**config.mk**
```make
export PLATFORM = sky130hd
export DESIGN_NAME = grid_access_arbiter_flat
export DESIGN_NICKNAME = d
export VERILOG_FILES = /design/src/rtl/grid_access_arbiter_if.sv /design/src/rtl/grid_access_arbiter.sv /design/src/flat_wrapper.sv
export SDC_FILE = /design/constraint.sdc
export NUM_CORES = 1
export LEC_CHECK = 0
export BUFFER_PORTS_ARGS = -buffer_cell sky130_fd_sc_hd__buf_2
export CORE_ASPECT_RATIO = 1.75
export CORE_UTILIZATION = 40
export CTS_CLUSTER_DIAMETER = 120
export DETAILED_ROUTE_END_ITERATION = 8
export PLACE_DENSITY = 0.65
export SLEW_MARGIN = 20
export SYNTH_ARGS = -nofsm -noshare
export SYNTH_HDL_FRONTEND = slang
export SYNTH_SLANG_ARGS = --single-unit
```
**constraint.sdc**
```tcl
create_clock -name clk -period 4.75 [get_ports clk]
set_input_delay 0.2375 -clock clk [delete_from_list [all_inputs] [get_ports clk]]
set_output_delay 0.2375 -clock clk [all_outputs]
set_load 0.02 [all_outputs]
```
**src/rtl/grid_access_arbiter_if.sv**
```systemverilog
// Requester and grid-RAM bundle for grid_access_arbiter.
// slave = arbiter side, master = walkers plus RAM model.
interface grid_access_arbiter_if #(
  parameter int NREQ   = 4,
  parameter int ADDR_W = 32,
  parameter int DATA_W = 32
);
  logic [NREQ-1:0]        req;
  logic [2*NREQ-1:0]      op;
  logic [NREQ*ADDR_W-1:0] addr;
  logic [NREQ*DATA_W-1:0] wdata;
  logic [NREQ-1:0]        gnt;
  logic [NREQ-1:0]        rsp_valid;
  logic [DATA_W-1:0]      rsp_data;
  logic                   rsp_ok;
  logic                   mem_re;
  logic                   mem_we;
  logic [ADDR_W-1:0]      mem_addr;
  logic [DATA_W-1:0]      mem_din;
  logic [DATA_W-1:0]      mem_dout;

  modport slave (
    input  req, op, addr, wdata, mem_dout,
    output gnt, rsp_valid, rsp_data, rsp_ok,
    output mem_re, mem_we, mem_addr, mem_din
  );

  modport master (
    output req, op, addr, wdata, mem_dout,
    input  gnt, rsp_valid, rsp_data, rsp_ok,
    input  mem_re, mem_we, mem_addr, mem_din
  );
endinterface

```
**src/rtl/grid_access_arbiter.sv**
```systemverilog
// Round-robin single-port grid RAM arbiter with read/write/atomic claim.
// Optional GRID_ARB_STATS_EN adds claim and claim-failure counters.
module grid_access_arbiter #(
  parameter int NREQ   = 4,
  parameter int ADDR_W = 32,
  parameter int DATA_W = 32,
  parameter int DEPTH  = 100,
  parameter logic [DATA_W-1:0] EMPTY = '1
) (
  input  logic clk,
  input  logic reset,
  grid_access_arbiter_if.slave bus
`ifdef GRID_ARB_STATS_EN
  ,
  output logic [31:0] stat_claims,
  output logic [31:0] stat_claim_fail
`endif
);

  localparam int SW = (NREQ > 1) ? $clog2(NREQ) : 1;
  localparam logic [1:0] OP_RD = 2'b00;
  localparam logic [1:0] OP_WR = 2'b01;
  localparam logic [1:0] OP_CL = 2'b10;
  localparam logic [1:0] OP_RS = 2'b11;

  typedef enum logic [2:0] {
    IDLE, ISSUE, WAIT_RD, CLAIM_WR, RESP
  } state_t;

  state_t            state;
  logic [SW-1:0]     last;
  logic [SW-1:0]     sel;
  logic [1:0]        op_q;
  logic              bad_q;
  logic [ADDR_W-1:0] addr_q;
  logic [DATA_W-1:0] wdata_q;

  logic                   found;
  logic [SW-1:0]          pick;
  logic [NREQ-1:0]        req_rot;
  logic [2*NREQ-1:0]      op_sh;
  logic [NREQ*ADDR_W-1:0] addr_sh;
  logic [NREQ*DATA_W-1:0] wdata_sh;
  logic [1:0]             op_sel;
  logic [ADDR_W-1:0]      addr_sel;
  logic [DATA_W-1:0]      wdata_sel;
  logic                   bad_sel;

  function automatic logic [NREQ-1:0] onehot(input logic [SW-1:0] s);
    onehot = {{(NREQ-1){1'b0}}, 1'b1} << s;
  endfunction

  // search last+1, last+2, ... so the previous winner goes to the back
  always_comb begin
    found   = 1'b0;
    pick    = last;
    req_rot = '0;
    for (int i = 1; i <= NREQ; i++) begin
      req_rot = bus.req >> ((int'(last) + i) % NREQ);
      if (!found && req_rot[0]) begin
        found = 1'b1;
        pick  = SW'((int'(last) + i) % NREQ);
      end
    end
    op_sh     = bus.op >> (2 * int'(pick));
    addr_sh   = bus.addr >> (ADDR_W * int'(pick));
    wdata_sh  = bus.wdata >> (DATA_W * int'(pick));
    op_sel    = op_sh[1:0];
    addr_sel  = addr_sh[ADDR_W-1:0];
    wdata_sel = wdata_sh[DATA_W-1:0];
    bad_sel   = (op_sel == OP_RS) ||
                (addr_sel >= ADDR_W'(DEPTH));
  end

  always_ff @(posedge clk or negedge reset) begin
    if (!reset) begin
      state         <= IDLE;
      last          <= SW'(NREQ - 1);
      sel           <= '0;
      op_q          <= '0;
      bad_q         <= 1'b0;
      addr_q        <= '0;
      wdata_q       <= '0;
      bus.gnt       <= '0;
      bus.rsp_valid <= '0;
      bus.rsp_data  <= '0;
      bus.rsp_ok    <= 1'b0;
      bus.mem_re    <= 1'b0;
      bus.mem_we    <= 1'b0;
      bus.mem_addr  <= '0;
      bus.mem_din   <= '0;
    end else begin
      unique case (state)
        IDLE: begin
          if (found) begin
            last    <= pick;
            sel     <= pick;
            op_q    <= op_sel;
            bad_q   <= bad_sel;
            addr_q  <= addr_sel;
            wdata_q <= wdata_sel;
            bus.gnt <= onehot(pick);
            state   <= ISSUE;
            if (!bad_sel) begin
              bus.mem_addr <= addr_sel;
              if (op_sel == OP_WR) begin
                bus.mem_we  <= 1'b1;
                bus.mem_din <= wdata_sel;
              end else begin
                bus.mem_re  <= 1'b1;
              end
            end
          end
        end
        ISSUE: begin
          bus.gnt      <= '0;
          bus.mem_re   <= 1'b0;
          bus.mem_we   <= 1'b0;
          bus.mem_addr <= '0;
          bus.mem_din  <= '0;
          if (bad_q) begin
            bus.rsp_valid <= onehot(sel);
            bus.rsp_data  <= EMPTY;
            bus.rsp_ok    <= 1'b0;
            state         <= RESP;
          end else if (op_q == OP_WR) begin
            bus.rsp_valid <= onehot(sel);
            bus.rsp_data  <= '0;
            bus.rsp_ok    <= 1'b1;
            state         <= RESP;
          end else begin
            state <= WAIT_RD;
          end
        end
        WAIT_RD: begin
          // claim write follows the read directly, RAM stays locked
          if (op_q == OP_CL && bus.mem_dout == EMPTY) begin
            bus.mem_we   <= 1'b1;
            bus.mem_addr <= addr_q;
            bus.mem_din  <= wdata_q;
            state        <= CLAIM_WR;
          end else begin
            bus.rsp_valid <= onehot(sel);
            bus.rsp_data  <= bus.mem_dout;
            bus.rsp_ok    <= (op_q == OP_RD);
            state         <= RESP;
          end
        end
        CLAIM_WR: begin
          bus.mem_we    <= 1'b0;
          bus.mem_addr  <= '0;
          bus.mem_din   <= '0;
          bus.rsp_valid <= onehot(sel);
          bus.rsp_data  <= EMPTY;
          bus.rsp_ok    <= 1'b1;
          state         <= RESP;
        end
        RESP: begin
          bus.rsp_valid <= '0;
          state         <= IDLE;
        end
        default: state <= IDLE;
      endcase
    end
  end

`ifdef GRID_ARB_STATS_EN
  always_ff @(posedge clk or negedge reset) begin
    if (!reset) begin
      stat_claims     <= '0;
      stat_claim_fail <= '0;
    end else if (state == RESP && op_q == OP_CL) begin
      stat_claims <= stat_claims + 32'd1;
      if (!bus.rsp_ok)
        stat_claim_fail <= stat_claim_fail + 32'd1;
    end
  end
`endif

endmodule

```
**src/flat_wrapper.sv**
```systemverilog
// flat-port wrapper written by rule: the top's interface ports become plain ports
module grid_access_arbiter_flat 
#(
  parameter int NREQ   = 4,
  parameter int ADDR_W = 32,
  parameter int DATA_W = 32,
  parameter int DEPTH  = 100,
  parameter logic [DATA_W-1:0] EMPTY = '1
)
  (clk, reset, bus_req, bus_op, bus_addr, bus_wdata, bus_mem_dout, bus_gnt, bus_rsp_valid, bus_rsp_data, bus_rsp_ok, bus_mem_re, bus_mem_we, bus_mem_addr, bus_mem_din);
  grid_access_arbiter_if #(.NREQ(NREQ), .ADDR_W(ADDR_W), .DATA_W(DATA_W)) bus_i ();
  input  logic clk;
  input  logic reset;
  input wire logic [$bits(bus_i.req)-1:0] bus_req;
  input wire logic [$bits(bus_i.op)-1:0] bus_op;
  input wire logic [$bits(bus_i.addr)-1:0] bus_addr;
  input wire logic [$bits(bus_i.wdata)-1:0] bus_wdata;
  input wire logic [$bits(bus_i.mem_dout)-1:0] bus_mem_dout;
  output wire logic [$bits(bus_i.gnt)-1:0] bus_gnt;
  output wire logic [$bits(bus_i.rsp_valid)-1:0] bus_rsp_valid;
  output wire logic [$bits(bus_i.rsp_data)-1:0] bus_rsp_data;
  output wire logic [$bits(bus_i.rsp_ok)-1:0] bus_rsp_ok;
  output wire logic [$bits(bus_i.mem_re)-1:0] bus_mem_re;
  output wire logic [$bits(bus_i.mem_we)-1:0] bus_mem_we;
  output wire logic [$bits(bus_i.mem_addr)-1:0] bus_mem_addr;
  output wire logic [$bits(bus_i.mem_din)-1:0] bus_mem_din;
  assign bus_i.req = bus_req;
  assign bus_i.op = bus_op;
  assign bus_i.addr = bus_addr;
  assign bus_i.wdata = bus_wdata;
  assign bus_i.mem_dout = bus_mem_dout;
  assign bus_gnt = bus_i.gnt;
  assign bus_rsp_valid = bus_i.rsp_valid;
  assign bus_rsp_data = bus_i.rsp_data;
  assign bus_rsp_ok = bus_i.rsp_ok;
  assign bus_mem_re = bus_i.mem_re;
  assign bus_mem_we = bus_i.mem_we;
  assign bus_mem_addr = bus_i.mem_addr;
  assign bus_mem_din = bus_i.mem_din;
  grid_access_arbiter #(.NREQ(NREQ), .ADDR_W(ADDR_W), .DATA_W(DATA_W), .DEPTH(DEPTH), .EMPTY(EMPTY)) u_core (.clk(clk), .reset(reset), .bus(bus_i));
endmodule
```
# [Word level (Yosys, flattened, before mapping)]
# Index checks and enable logic that the tools add are counted.
[word_totals] regBits=181 latch_bits=0 mem_bits_rw=0 rom_bits=0 inputBits=302 output_inout_bits=107 elab_cells=120 n_memories=0
[classes] addsub=4 n_mul=0 div=0 n_lt_le_gt_ge=1 eq_ne=16 n_shift=9 n_mux=45 bitwise=4 n_reduce_logical=26
[op_table] op="$mux 32" n=10
[op_table] op="$pmux 32 s3" n=3
[op_table] op="$shr 128x7->32" n=2
[op_table] op="$shr 4x32->1" n=4
[op_table] op="$eq 32x32->1 const B" n=1
[op_table] op="$ge 32x7->1 const B" n=1
[op_table] op="$mux 4" n=4
[op_table] op="$pmux 4 s4" n=1
[op_table] op="$mux 1" n=14
[op_table] op="$mux 3" n=4
[op_table] op="$pmux 3 s4" n=1
[op_table] op="$reduce_or 2->1" n=5
[op_table] op="$mux 2" n=4
[op_table] op="$pmux 4 s2" n=1
[op_table] op="$reduce_and 4->1" n=2
[op_table] op="$shl 1x2->4 const A" n=2
[op_table] op="$shr 8x3->2" n=1
[op_table] op="$eq 3x2->1 const B" n=2
[op_table] op="$ne 2x1->1 const B" n=3
[op_table] op="$ne 2x2->1 const B" n=3
[op_table] op="$pmux 1 s3" n=2
[op_table] op="$reduce_and 3->1" n=2
[op_table] op="$reduce_bool 3->1" n=2
[op_table] op="$reduce_and 5->1" n=1
[op_table] op="17 further kinds" n=30

# [Longest topological paths before layout]
# Gate-level depths: netlist (run 1).
[depth] ltp_word=20 mapped_depth=14 depth_no_buf=9

# [Worst setup path after synthesis (run 1)]
# OpenSTA, ideal clock, no wires.
[synth_timing] path_kind="reg-to-reg" startpoint="register u_core.last[0]" endpoint="register u_core.bus.mem_addr[12]" setup_time_ns=0.125 arrival_ns=3.308 setup_slack_ns=1.317 path_stages_with_launch=12 period_less_slack_ns=3.433 cell_sequence="dfstp_2 nand2b_1 a21oi_2 nor2_1 clkbuf_1 mux4_2 nor4_1 o311ai_1 nor4_2 o21ai_2 buf_6 mux2_4"
[synth_between] elab_chain_cells=19 word_cells_on_any_way=41 cone_classes="add/sub: 4; order compare: 1; eq/ne: 3; shift: 6; mux: 11; bitwise: 4; reduce/logical: 12"
[synth_lines] item="from (decl)" line="grid_access_arbiter.sv:31" source="logic [SW-1:0] last;"
[synth_lines] item="from (signal assigned)" line="grid_access_arbiter.sv:78" source="last <= SW'(NREQ - 1);"
[synth_lines] item="from (signal assigned)" line="grid_access_arbiter.sv:96" source="last <= pick;"
[synth_lines] item="$add 2x1->2" line="grid_access_arbiter.sv:59, grid_access_arbiter.sv:62"
[synth_lines] item="$reduce_or 2->1 (no line)"
[synth_lines] item="$and 1x1->1 (no line)"
[synth_lines] item="$shr 4x32->1" line="grid_access_arbiter.sv:59" source="req_rot = bus.req >> ((int'(last) + i) % NREQ);"
[synth_lines] item="$mux 1" line="grid_access_arbiter.sv:60" source="if (!found && req_rot[0]) begin"
[synth_lines] item="$logic_not 1->1" line="grid_access_arbiter.sv:60"
[synth_lines] item="$logic_and 1x1->1" line="grid_access_arbiter.sv:60"
[synth_lines] item="$mux 1" line="grid_access_arbiter.sv:60"
[synth_lines] item="[3 not listed]"
[synth_lines] item="$logic_not 1->1" line="grid_access_arbiter.sv:60"
[synth_lines] item="$logic_and 1x1->1" line="grid_access_arbiter.sv:60"
[synth_lines] item="$mux 2" line="grid_access_arbiter.sv:60"
[synth_lines] item="$shr 128x7->32 / $shr 8x3->2 (equally long branches)" line="grid_access_arbiter.sv:66, grid_access_arbiter.sv:65"
[synth_lines] item="$ge 32x7->1 / $eq 2x2->1 (equally long branches)" line="grid_access_arbiter.sv:72, grid_access_arbiter.sv:71"
[synth_lines] item="$logic_or 1x1->1" line="grid_access_arbiter.sv:71" source="bad_sel = (op_sel == OP_RS) ||"
[synth_lines] item="$ne 2x2->1 (no line)"
[synth_lines] item="$reduce_and 4->1 (no line)"
[synth_lines] item="to (signal assigned)" line="grid_access_arbiter.sv:105" source="bus.mem_addr <= addr_sel;"
[synth_lines] item="to (signal assigned)" line="grid_access_arbiter.sv:139" source="bus.mem_addr <= addr_q;"
[synth_lines] item="to (decl)" line="grid_access_arbiter_if.sv:25" source="output mem_re, mem_we, mem_addr, mem_din"
# Parallel ways exist; a longest one is shown, timed or not. The select of a mux whose other input is x is not followed.
# A chain may end at the register's enable or synchronous reset.

# [Worst setup path in the final report (run 1)]
[layout_timing] startpoint="register u_core.last[0]" endpoint="register u_core.bus.mem_din[28]"
[layout_between] elab_chain_cells=19 word_cells_on_any_way=45 cone_classes="add/sub: 4; order compare: 1; eq/ne: 5; shift: 7; mux: 12; bitwise: 4; reduce/logical: 12"
[layout_lines] item="$add 2x1->2" line="grid_access_arbiter.sv:59, grid_access_arbiter.sv:62"
[layout_lines] item="$reduce_or 2->1 (no line)"
[layout_lines] item="$and 1x1->1 (no line)"
[layout_lines] item="$shr 4x32->1" line="grid_access_arbiter.sv:59"
[layout_lines] item="$mux 1" line="grid_access_arbiter.sv:60"
[layout_lines] item="$logic_not 1->1" line="grid_access_arbiter.sv:60"
[layout_lines] item="$logic_and 1x1->1" line="grid_access_arbiter.sv:60"
[layout_lines] item="$mux 1" line="grid_access_arbiter.sv:60"
[layout_lines] item="[3 not listed]"
[layout_lines] item="$logic_not 1->1" line="grid_access_arbiter.sv:60"
[layout_lines] item="$logic_and 1x1->1" line="grid_access_arbiter.sv:60"
[layout_lines] item="$mux 2" line="grid_access_arbiter.sv:60"
[layout_lines] item="$shr 128x7->32 (tied with other cells)" line="grid_access_arbiter.sv:66" source="addr_sh = bus.addr >> (ADDR_W * int'(pick));"
[layout_lines] item="$ge 32x7->1 (tied with other cells)" line="grid_access_arbiter.sv:72" source="(addr_sel >= ADDR_W'(DEPTH));"
[layout_lines] item="$logic_or 1x1->1 / $mux 32 (equally long branches)" line="grid_access_arbiter.sv:71, grid_access_arbiter.sv:104"
[layout_lines] item="$ne 2x2->1 (no line) / $mux 32 (equally long branches)"
[layout_lines] item="$reduce_and 5->1 (no line) / $pmux 32 s3 (equally long branches)"
[layout_lines] item="to (signal assigned)" line="grid_access_arbiter.sv:108" source="bus.mem_din <= wdata_sel;"
[layout_lines] item="to (signal assigned)" line="grid_access_arbiter.sv:140" source="bus.mem_din <= wdata_q;"
[layout_lines] item="to (decl)" line="grid_access_arbiter_if.sv:25"
# Parallel ways exist; a longest one is shown, timed or not. The select of a mux whose other input is x is not followed.

==> metrics.csv, run 1 <==
stage,metric,value,unit
placement,gp_congestion,0.979,
sta,fin_crit,4.22,ns
yosys,synth_fp_nets,1474,
yosys,ys_warn_count,0,
critical_path,crit_path_start,u_core.last[0],
sta,fin_crit_sh,88.9,%
final_layout,area_growth,28.7,%
yosys,ys_ff_latch,181,
critical_path,crit_path_end_kind,flip-flop,
run_status,outcome,completed,
critical_path,path_cells,nand2b_1 -> a21o_1 -> buf_4 -> and3_4 -> buf_4 -> mux2_2 -> o311ai_1 -> nor3_2 -> a21boi_4 -> buf_12 -> mux2_1,
detailed_routing,drtIter0Drc,610,
yosys,ys_types,51,
yosys,syn_area,9960,um^2
final_layout,final_cells,1853,
global_routing,grt_pass1_wl,51.5,mm
floorplan,start_util,40.6,%
final_layout,drive_gt1_share,33.8,%
yosys,postSynthAreaPerCell,8.50,um^2
detailed_routing,vias,9863,
detailed_routing,wl_per_cell,17.9,um
yosys,synthTopCellsByArea,"dfrtp_1 45%, nand2_1 14%, o21ai_0 8.4%, nand3_1 4.5%, mux4_2 4.1%",
detailed_routing,drc,0,
critical_path,critPathArrivalTime,4.53,ns
detailed_routing,antenna_left,0,
global_routing,overflow,0,
sta,worstMarginPinSlew,1.01,ns
final_layout,nets,1832,
clock_network,cts-resized-gates,0,
yosys,yosys-top-cells-count,"377 x nand2_1, 179 x dfrtp_1, 168 x o21ai_0",
global_routing,grt_pass1_vias,9467,
power,internal_power,0.00524,W
sta,slew_viol_final,0,
sta,tns,0,ns
critical_path,slowest_stage,dfstp_2,
detailed_routing,firstDrtPassIters,5,
floorplan,rows,76,
final_layout,multi_input_area,5020,um^2
run,max_cap_viol_count,0,
clock_network,post-cts-setup-buffers,0,
critical_path,worstReg2RegEnd,u_core.bus.mem_din[28],
power,clkPwrFrac,14.9,%
detailed_routing,routed_wl,33.2,mm
critical_path,worstSetupPathType,flip-flop to flip-flop,
yosys,async_reset_ff_share,100,%
clock_network,clock-sinks,181,
clock_network,cts_buffer_depth,2,
sta,clock_skew,0.00821,ns
floorplan,die_area,25600,um^2
power,switchingPower,0.00447,W
clock_network,htreeDepth,4,
clock_network,clk_pin_slew,0.07,ns
min_path,holdCritPathClass,input port to flip-flop,
yosys,yosysMostFrequentCell,nand2_1,
critical_path,worstSetupStartpointType,flip-flop,
clock_network,cts_tree,built,
critical_path,crit_required,5.06,ns
global_routing,antenna_found_initial,1,
placement,io_buffer_count,408,
sta,final-setup-viol-count,0,
yosys,synth_ff_type,dfrtp_1,
critical_path,reg2reg_from,u_core.last[0],
yosys,synth_top_area_cell,dfrtp_1,
critical_path,crit_end,u_core.bus.mem_din[28],
critical_path,rrSetupSlack,0.53,ns
sta,slew_headroom,32.8,%
floorplan,core,24500,um^2
critical_path,max_stage_delay,0.56,ns
clock_network,cts-root-buf,clkbuf_16,
final_layout,regArea,4530,um^2
global_routing,gr-usage-all-layers,26.4,%
global_routing,grt_max_degree,107,
floorplan,ios,409,
floorplan,die_h,211,um
clock_network,cts_buffers,17,
power,power.density,757,nW/um^2
yosys,seq_area_frac_synth,45.5,%
floorplan,die_w,121,um
power,p_comb_share,56.4,%
sta,hold_viol_final,0,
power,leakage,6.59,nW
final_layout,fill_cells,2376,
clock_network,insertion_delay,0.43,ns
critical_path,crit_top_cell,buf_4,
sta,max_freq,237,MHz
power,seq_power_share,28.6,%
yosys,netlist_instances,1172,
detailed_routing,drt-vias-per-instance,5.32,
yosys,synth.top_cell.area_share,45.0,%
sta,rsz0062_at_grt,no,
placement,placed_cells,1821,
critical_path,critPathMaxFanout,56,
power,netSwitchingFraction,46.1,%
yosys,synth_edf_count,0,
placement,place_hpwl,24.6,mm
power,peakVddDrop,0.000263,V
critical_path,reg2regPathDepth,11,
## power groups by stage
stage	sequential, W	combinational, W	clock [W]
global placement	0.00278	0.00540	0
CTS	0.00278	0.00552	0.00148
finish	0.00278	0.00548	0.00145
detailed placement	0.00280	0.00551	0
floorplan	0.00323	0.00346	0
global route	0.00287	0.00611	0.00154
## critical path, delay by kind of cell (launching register included)
kind                   cells  cell delay [ns]
AO/OA/AOI/OAI              3             0.83
buffers and inverters      3             1.02
multiplexers               2             0.79
flip-flops                 1             0.56
AND/OR/NAND/NOR            3             0.86
## layout by cell type (no fill, tap or decap), types with 6 or more instances in the layout
cell       Yosys  final
a31oi_1       16     16
clkbuf_16      0     17
buf_4          1     15
nand2b_1       6      6
or2_2          6      6
a22oi_1       13     13
buf_2          4    407
mux2_2         7      7
mux2_1        29     29
a21o_1        14     14
nand2_1      377    375
nand3_1       90     89
mux2_4        18     18
o21ai_0      168    168
a21oi_1        8      8
nor2_1        30     26
mux4_2        18     18
a22o_1         8      8
dfrtp_1      179    179
inv_1         20     20
a211oi_1      18     18
nand4_1       10     10
## worst min path at each step
stage,from,endpoint,slack (ns),depth (start not counted)
after floorplan,reset,u_core.addr_q[0],-0.06,0
after CTS,bus_mem_dout[5],u_core.bus.rsp_data[5],0.11,3
after global routing,bus_mem_dout[5],u_core.bus.rsp_data[5],0.12,3
after global placement,reset,u_core.bus.rsp_data[22],0.27,1
final,bus_mem_dout[5],u_core.bus.rsp_data[5],0.12,3
after detailed placement,reset,u_core.bus.rsp_data[5],0.27,1
## registers in the layout (all words and copies together), names as in the netlist, 2 cells and up
signal / cells
u_core.addr_q: 32
u_core.bus.gnt: 4
u_core.bus.mem_addr: 32
u_core.bus.mem_din: 32
u_core.bus.rsp_data: 32
u_core.bus.rsp_valid: 4
u_core.last: 2
u_core.op_q: 2
u_core.sel: 2
u_core.state: 3
u_core.wdata_q: 32
## what timing repair did
item                       CTS  global route
hold buffers                 1             0
hold endpoints to repair    61             0
setup endpoints to repair    0             0
## per-layer routing
metal | track usage (%) | wire length [um] | vias to the layer above | part of all wire (%)
met5 | 0 | 0 | - | 0
li1 | - | - | 4748 | -
met2 | 46.4 | 17200 | 396 | 52
met4 | 14.5 | 1590 | 0 | 4.8
met3 | 4.83 | 1890 | 83 | 5.7
met1 | 29.6 | 12500 | 4636 | 38
## per-stage QoR
stage / utilization, % / hold WS, ns / instance area, um^2 / setup slack (ns) / total power [W]
floorplan: - / -0.0581 / 9960 / 1.32 / 0.00669
global placement: 49.7 / 0.266 / 12200 / 0.648 / 0.00818
detailed placement: 49.7 / 0.270 / 12200 / 0.465 / 0.00831
CTS: 52.2 / 0.106 / 12800 / 0.445 / 0.00979
global route: 52.3 / 0.124 / 12800 / 0.271 / 0.0105
finish: 52.3 / 0.123 / 12800 / 0.525 / 0.00971
## logic make-up (layout without fill, tap and decap cells)
group / count (synthesis) / in the layout / share of synthesized area (%)
DFF: 181 / 181 / 45.5
and+or+nand+nor: 543 / 543 / 23.0
muxes: 76 / 76 / 11.3
buffers and inverters: 107 / 475 / 4.72
other: 0 / 1 / 0
AOI/OAI and AO/OA: 265 / 265 / 15.5
## cell type report
class	instances	area share [%]
tap	312	3.04
inverter	20	0.585
antenna	1	0.0195
clock inverter	8	0.976
multi-input combinational	884	39.2
sequential	181	35.3
clock buffer	21	3.59
timing repair buffer	426	17.3
Note: power is estimated with default switching activity, not from simulation.
==> run 2: changes to the inputs <==
--- a/config.mk
+++ b/config.mk
@@ -10,7 +10,7 @@
 export CORE_UTILIZATION = 40
 export CTS_CLUSTER_DIAMETER = 120
 export DETAILED_ROUTE_END_ITERATION = 8
-export PLACE_DENSITY = 0.65
+export PLACE_DENSITY = 0.8
 export SLEW_MARGIN = 20
 export SYNTH_ARGS = -nofsm -noshare
 export SYNTH_HDL_FRONTEND = slang
==> metrics.csv, run 2 (synthesis results as in run 1) <==
stage,metric,value,unit
floorplan,die_w,121,um
floorplan,die_h,211,um
sta,tns,0,ns
sta,slew_viol_final,0,
critical_path,crit_path_end_kind,flip-flop,
sta,max_freq,237,MHz
run_status,outcome,completed,
detailed_routing,routed_wl,32.9,mm
placement,gp_congestion,0.916,
critical_path,cp_top_family,simple AND/OR/NAND/NOR gates,
clock_network,clk_pin_slew,0.07,ns
floorplan,start_util,40.6,%
critical_path,worstSetupStartpointType,flip-flop,
critical_path,critPathBufInv,2,
final_layout,drive_gt1_share,33.9,%
run,max_cap_viol_count,0,
detailed_routing,antenna_left,0,
detailed_routing,firstDrtPassIters,5,
critical_path,rrSetupSlack,0.53,ns
clock_network,cts_buffer_depth,2,
sta,rsz0062_at_grt,no,
global_routing,gr-usage-all-layers,25.6,%
power,leakage,6.56,nW
clock_network,clock-sinks,181,
clock_network,insertion_delay,0.43,ns
floorplan,ios,409,
placement,placed_cells,1820,
critical_path,crit_required,5.06,ns
detailed_routing,top_layer,met4,
placement,io_buffer_count,408,
min_path,holdCritPathClass,input port to flip-flop,
detailed_routing,drc,0,
final_layout,final_cells,1854,
critical_path,max_stage_delay,0.62,ns
critical_path,worstSetupPathType,flip-flop to flip-flop,
power,power.density,758,nW/um^2
final_layout,area_growth,28.4,%
detailed_routing,wl_met2,17.3,mm
clock_network,cts_buffers,17,
critical_path,critPathArrivalTime,4.53,ns
detailed_routing,drtIter0Drc,716,
global_routing,grt_pass1_vias,9727,
placement,place_hpwl,24.4,mm
floorplan,core,24500,um^2
sta,slew_headroom,31.4,%
detailed_routing,m1WireLength,12.6,mm
sta,clock_skew,0.00733,ns
clock_network,cts-resized-gates,0,
clock_network,htreeDepth,4,
sta,hold_ws,0.127,ns
floorplan,rows,76,
global_routing,antenna_found_initial,1,
critical_path,slowest_stage,and3_4,
final_layout,final_cell_mix,"407 x buf_2, 375 x nand2_1, 179 x dfrtp_1",
detailed_routing,drt-vias-per-instance,5.40,
critical_path,path_cells,nor2b_1 -> o21ai_1 -> buf_4 -> and3_4 -> mux4_2 -> a211oi_1 -> o311ai_1 -> nor4_2 -> o21ai_4 -> buf_16 -> mux2_4,
floorplan,die_area,25600,um^2
final_layout,layout_commonest_cell,buf_2,
critical_path,critPathMaxFanout,38,
sta,worstMarginPinSlew,1.03,ns
final_layout,nets,1830,
sta,hold_viol_final,0,
global_routing,overflow,0,
sta,final-setup-viol-count,0,
detailed_routing,vias,10000,
sta,fin_crit_sh,88.8,%
global_routing,grt_max_degree,93,
detailed_routing,wl_per_cell,17.7,um
final_layout,final_util,52.1,%
sta,fin_crit,4.22,ns
power,peakVddDrop,0.000310,V
global_routing,grt_pass1_wl,50.4,mm
clock_network,cts_tree,built,
clock_network,cts-root-buf,clkbuf_16,
detailed_routing,met3_length,1.60,mm
[run 2: cell types whose count changed in the layout (fill, tap and decap cells not counted), moves of 2 or more]
cell,previous run,this run
clkbuf_8,3,5
buf_12,2,0
bufinv_16,3,1
clkinvlp_4,1,4
[run 2: cell type report]
| cell class | count | area [um^2] |
|---|---|---|
| clock inverter | 10 | 96.3 |
| tap | 312 | 390 |
| antenna | 1 | 2.50 |
| multi-input combinational | 884 | 5020 |
| inverter | 20 | 75.1 |
| sequential | 181 | 4530 |
| clock buffer | 22 | 484 |
| fill | 2322 | 11700 |
| timing repair buffer | 424 | 2190 |
[run 2: routing by layer]
metal | global-route usage [%] | vias to the layer above
met5 | 0 | -
met4 | 13.8 | 0
met3 | 4.10 | 73
met2 | 45.3 | 394
met1 | 29.0 | 4792
li1 | - | 4744
[run 2: stage by stage]
stage	total power (W)	setup slack, ns	area, um^2
floorplan	0.00669	1.32	9960
global placement	0.00810	0.502	12200
detailed placement	0.00833	0.531	12200
CTS	0.00975	0.524	12800
global route	0.0105	0.346	12800
finish	0.00969	0.530	12800
[run 2: repair_timing]
action | CTS | global route
endpoints found under the hold margin | 88 | 0
setup buffers | 0 | 0
hold buffers | 1 | 0
[run 2: worst register-to-register path: stages (launching register included)]
cell and delay (ns):
dfstp_2 0.55, nor2b_1 0.07, o21ai_1 0.13, buf_4 0.22, and3_4 0.62, mux4_2 0.64, a211oi_1 0.40, o311ai_1 0.25
nor4_2 0.41, o21ai_4 0.24, buf_16 0.25, mux2_4 0.31
[run 2: final timing paths]
path	start	end	cells after the start
worst max-delay path	u_core.last[0]	u_core.bus.mem_addr[13]	11
worst min-delay path	bus_mem_dout[7]	u_core.bus.rsp_data[7]	3
worst max register to register	u_core.last[0]	u_core.bus.mem_addr[13]	11
worst min register to register	u_core.bus.rsp_data[19]	u_core.bus.rsp_data[19]	2
max in group asynchronous	reset	u_core.bus.rsp_data[15]	3
min in group asynchronous	reset	u_core.wdata_q[4]	2
[run 2: where the power goes]
group	switching, W	internal (W)	total, W
Sequential	0.000446	0.00235	0.00279
Clock	0.000614	0.000781	0.00140
Combinational	0.00348	0.00203	0.00550
==> run 3: changes to the inputs <==
--- a/config.mk
+++ b/config.mk
@@ -6,11 +6,12 @@
 export NUM_CORES = 1
 export LEC_CHECK = 0
 export BUFFER_PORTS_ARGS = -buffer_cell sky130_fd_sc_hd__buf_2
-export CORE_ASPECT_RATIO = 1.75
+export CORE_ASPECT_RATIO = 0.5
 export CORE_UTILIZATION = 40
 export CTS_CLUSTER_DIAMETER = 120
 export DETAILED_ROUTE_END_ITERATION = 8
 export PLACE_DENSITY = 0.8
+export REMOVE_ABC_BUFFERS = 1
 export SLEW_MARGIN = 20
 export SYNTH_ARGS = -nofsm -noshare
 export SYNTH_HDL_FRONTEND = slang
==> metrics.csv, run 3 (synthesis results as in run 1) <==
stage,metric,value,unit
detailed_routing,drtIter0Drc,966,
clock_network,insertion_delay,0.44,ns
final_layout,area_growth,29.2,%
critical_path,critPathMaxFanout,41,
floorplan,die_h,114,um
sta,setup_slack,0.400,ns
placement,place_hpwl,24.5,mm
global_routing,gr-usage-all-layers,25.8,%
clock_network,clk_pin_slew,0.08,ns
final_layout,nets,1834,
detailed_routing,antenna_left,0,
detailed_routing,vias,9954,
critical_path,rrSetupSlack,0.40,ns
sta,hold_viol_final,0,
power,leakage,6.57,nW
detailed_routing,wl_per_cell,17.4,um
sta,max_freq,230,MHz
detailed_routing,drt-vias-per-instance,5.28,
clock_network,post-cts-setup-buffers,0,
floorplan,rows,40,
detailed_routing,routed_wl,32.9,mm
floorplan,start_util,41.1,%
final_layout,final_cell_mix,"407 x buf_2, 376 x nand2_1, 179 x dfrtp_1",
critical_path,critPathArrivalTime,4.67,ns
sta,rsz0062_at_grt,no,
critical_path,reg2reg_from,u_core.last[0],
floorplan,die_w,225,um
placement,io_buffer_count,408,
global_routing,overflow,0,
critical_path,crit_path_start,u_core.last[0],
sta,fin_crit,4.35,ns
clock_network,cts_buffers,17,
run_status,outcome,completed,
critical_path,worstSetupStartpointType,flip-flop,
critical_path,reg2regPathDepth,11,
min_path,holdCritPathClass,input port to flip-flop,
min_path,whs_path_depth,3,
sta,worstMarginPinSlew,1.08,ns
final_layout,fill_cells,2287,
floorplan,core,24200,um^2
sta,slew_headroom,28.3,%
sta,clock_skew,0.0131,ns
critical_path,worstSetupPathType,flip-flop to flip-flop,
final_layout,multi_input_area,5020,um^2
global_routing,grt_pass1_wl,51.2,mm
detailed_routing,firstDrtPassIters,5,
power,power.density,755,nW/um^2
critical_path,crit_required,5.07,ns
final_layout,drive_gt1_share,34.0,%
power,peakVddDrop,0.000416,V
critical_path,worstReg2RegEnd,u_core.bus.mem_addr[21],
clock_network,cts-root-buf,clkbuf_16,
global_routing,grt_pass1_vias,9350,
placement,gp_congestion,0.909,
detailed_routing,drc,0,
power,finalPower,0.00971,W
critical_path,crit_end,u_core.bus.mem_addr[21],
sta,slew_viol_final,0,
global_routing,grt_max_degree,117,
sta,tns,0,ns
final_layout,layout_commonest_cell,buf_2,
placement,pre_cts_ws,0.421,ns
floorplan,die_area,25600,um^2
global_routing,antenna_found_initial,3,
sta,fin_crit_sh,91.6,%
clock_network,clock-sinks,181,
sta,final-setup-viol-count,0,
clock_network,htreeDepth,4,
floorplan,ios,409,
clock_network,cts_tree,built,
clock_network,cts_buffer_depth,2,
critical_path,crit_path_end_kind,flip-flop,
final_layout,regArea,4530,um^2
run,max_cap_viol_count,0,
-- run 3: worst max-delay path, stage by stage (launching register included) --
cell,delay (ns)
dfstp_2,0.56
nor2b_1,0.08
o21ai_1,0.15
buf_4,0.23
and3_4,0.54
buf_4,0.47
mux4_2,0.61
or4_1,0.50
nor4_2,0.25
o21ai_4,0.25
buf_16,0.25
mux2_4,0.30
-- run 3: layer usage --
metal	share of wire [%]	GRT usage [%]	routed length, um	up-vias
li1	-	-	-	4760
met1	42	34.2	13800	4755
met2	49	42.8	16200	372
met3	5.9	3.92	1940	67
met4	2.8	10.2	932	0
met5	0	0	0	-
-- run 3: what timing repair did --
item | 4_1_cts | 5_1_grt
endpoints found under the hold margin | 102 | 0
hold buffers | 1 | 0
resized for setup | 0 | 0
-- run 3: how the worst min path moves through the flow --
stage / start / to / slack (ns)
floorplan: reset / u_core.addr_q[0] / -0.06
global placement: reset / u_core.addr_q[31] / 0.40
detailed placement: reset / u_core.bus.mem_addr[31] / 0.40
CTS: bus_mem_dout[5] / u_core.bus.rsp_data[5] / 0.11
global route: bus_mem_dout[11] / u_core.bus.rsp_data[11] / 0.13
finish: bus_mem_dout[5] / u_core.bus.rsp_data[5] / 0.12
-- run 3: layout make-up --
| class | instances | area share [%] |
|---|---|---|
| antenna | 4 | 0.0778 |
| timing repair buffer | 428 | 17.5 |
| inverter | 20 | 0.583 |
| multi-input combinational | 884 | 39.0 |
| clock buffer | 19 | 3.44 |
| tap | 336 | 3.27 |
| sequential | 181 | 35.2 |
| clock inverter | 13 | 0.972 |
-- run 3: per-stage QoR --
| stage | utilization, % | instances | instance area (um^2) | hold WS, ns |
|---|---|---|---|---|
| after floorplan | - | 1085 | 9570 | -0.0581 |
| after global placement | 50.5 | 1846 | 12200 | 0.402 |
| after detailed placement | 50.6 | 1847 | 12300 | 0.402 |
| after CTS | 53.0 | 1880 | 12800 | 0.111 |
| after global routing | 53.1 | 1884 | 12900 | 0.135 |
| final | 53.1 | 1885 | 12900 | 0.119 |
-- run 3: where the power goes --
group | total, W | internal [W] | switching, W
clock network | 0.00138 | 0.000742 | 0.000633
registers | 0.00279 | 0.00235 | 0.000447
logic | 0.00555 | 0.00208 | 0.00347
total | 0.00971 | 0.00516 | 0.00455
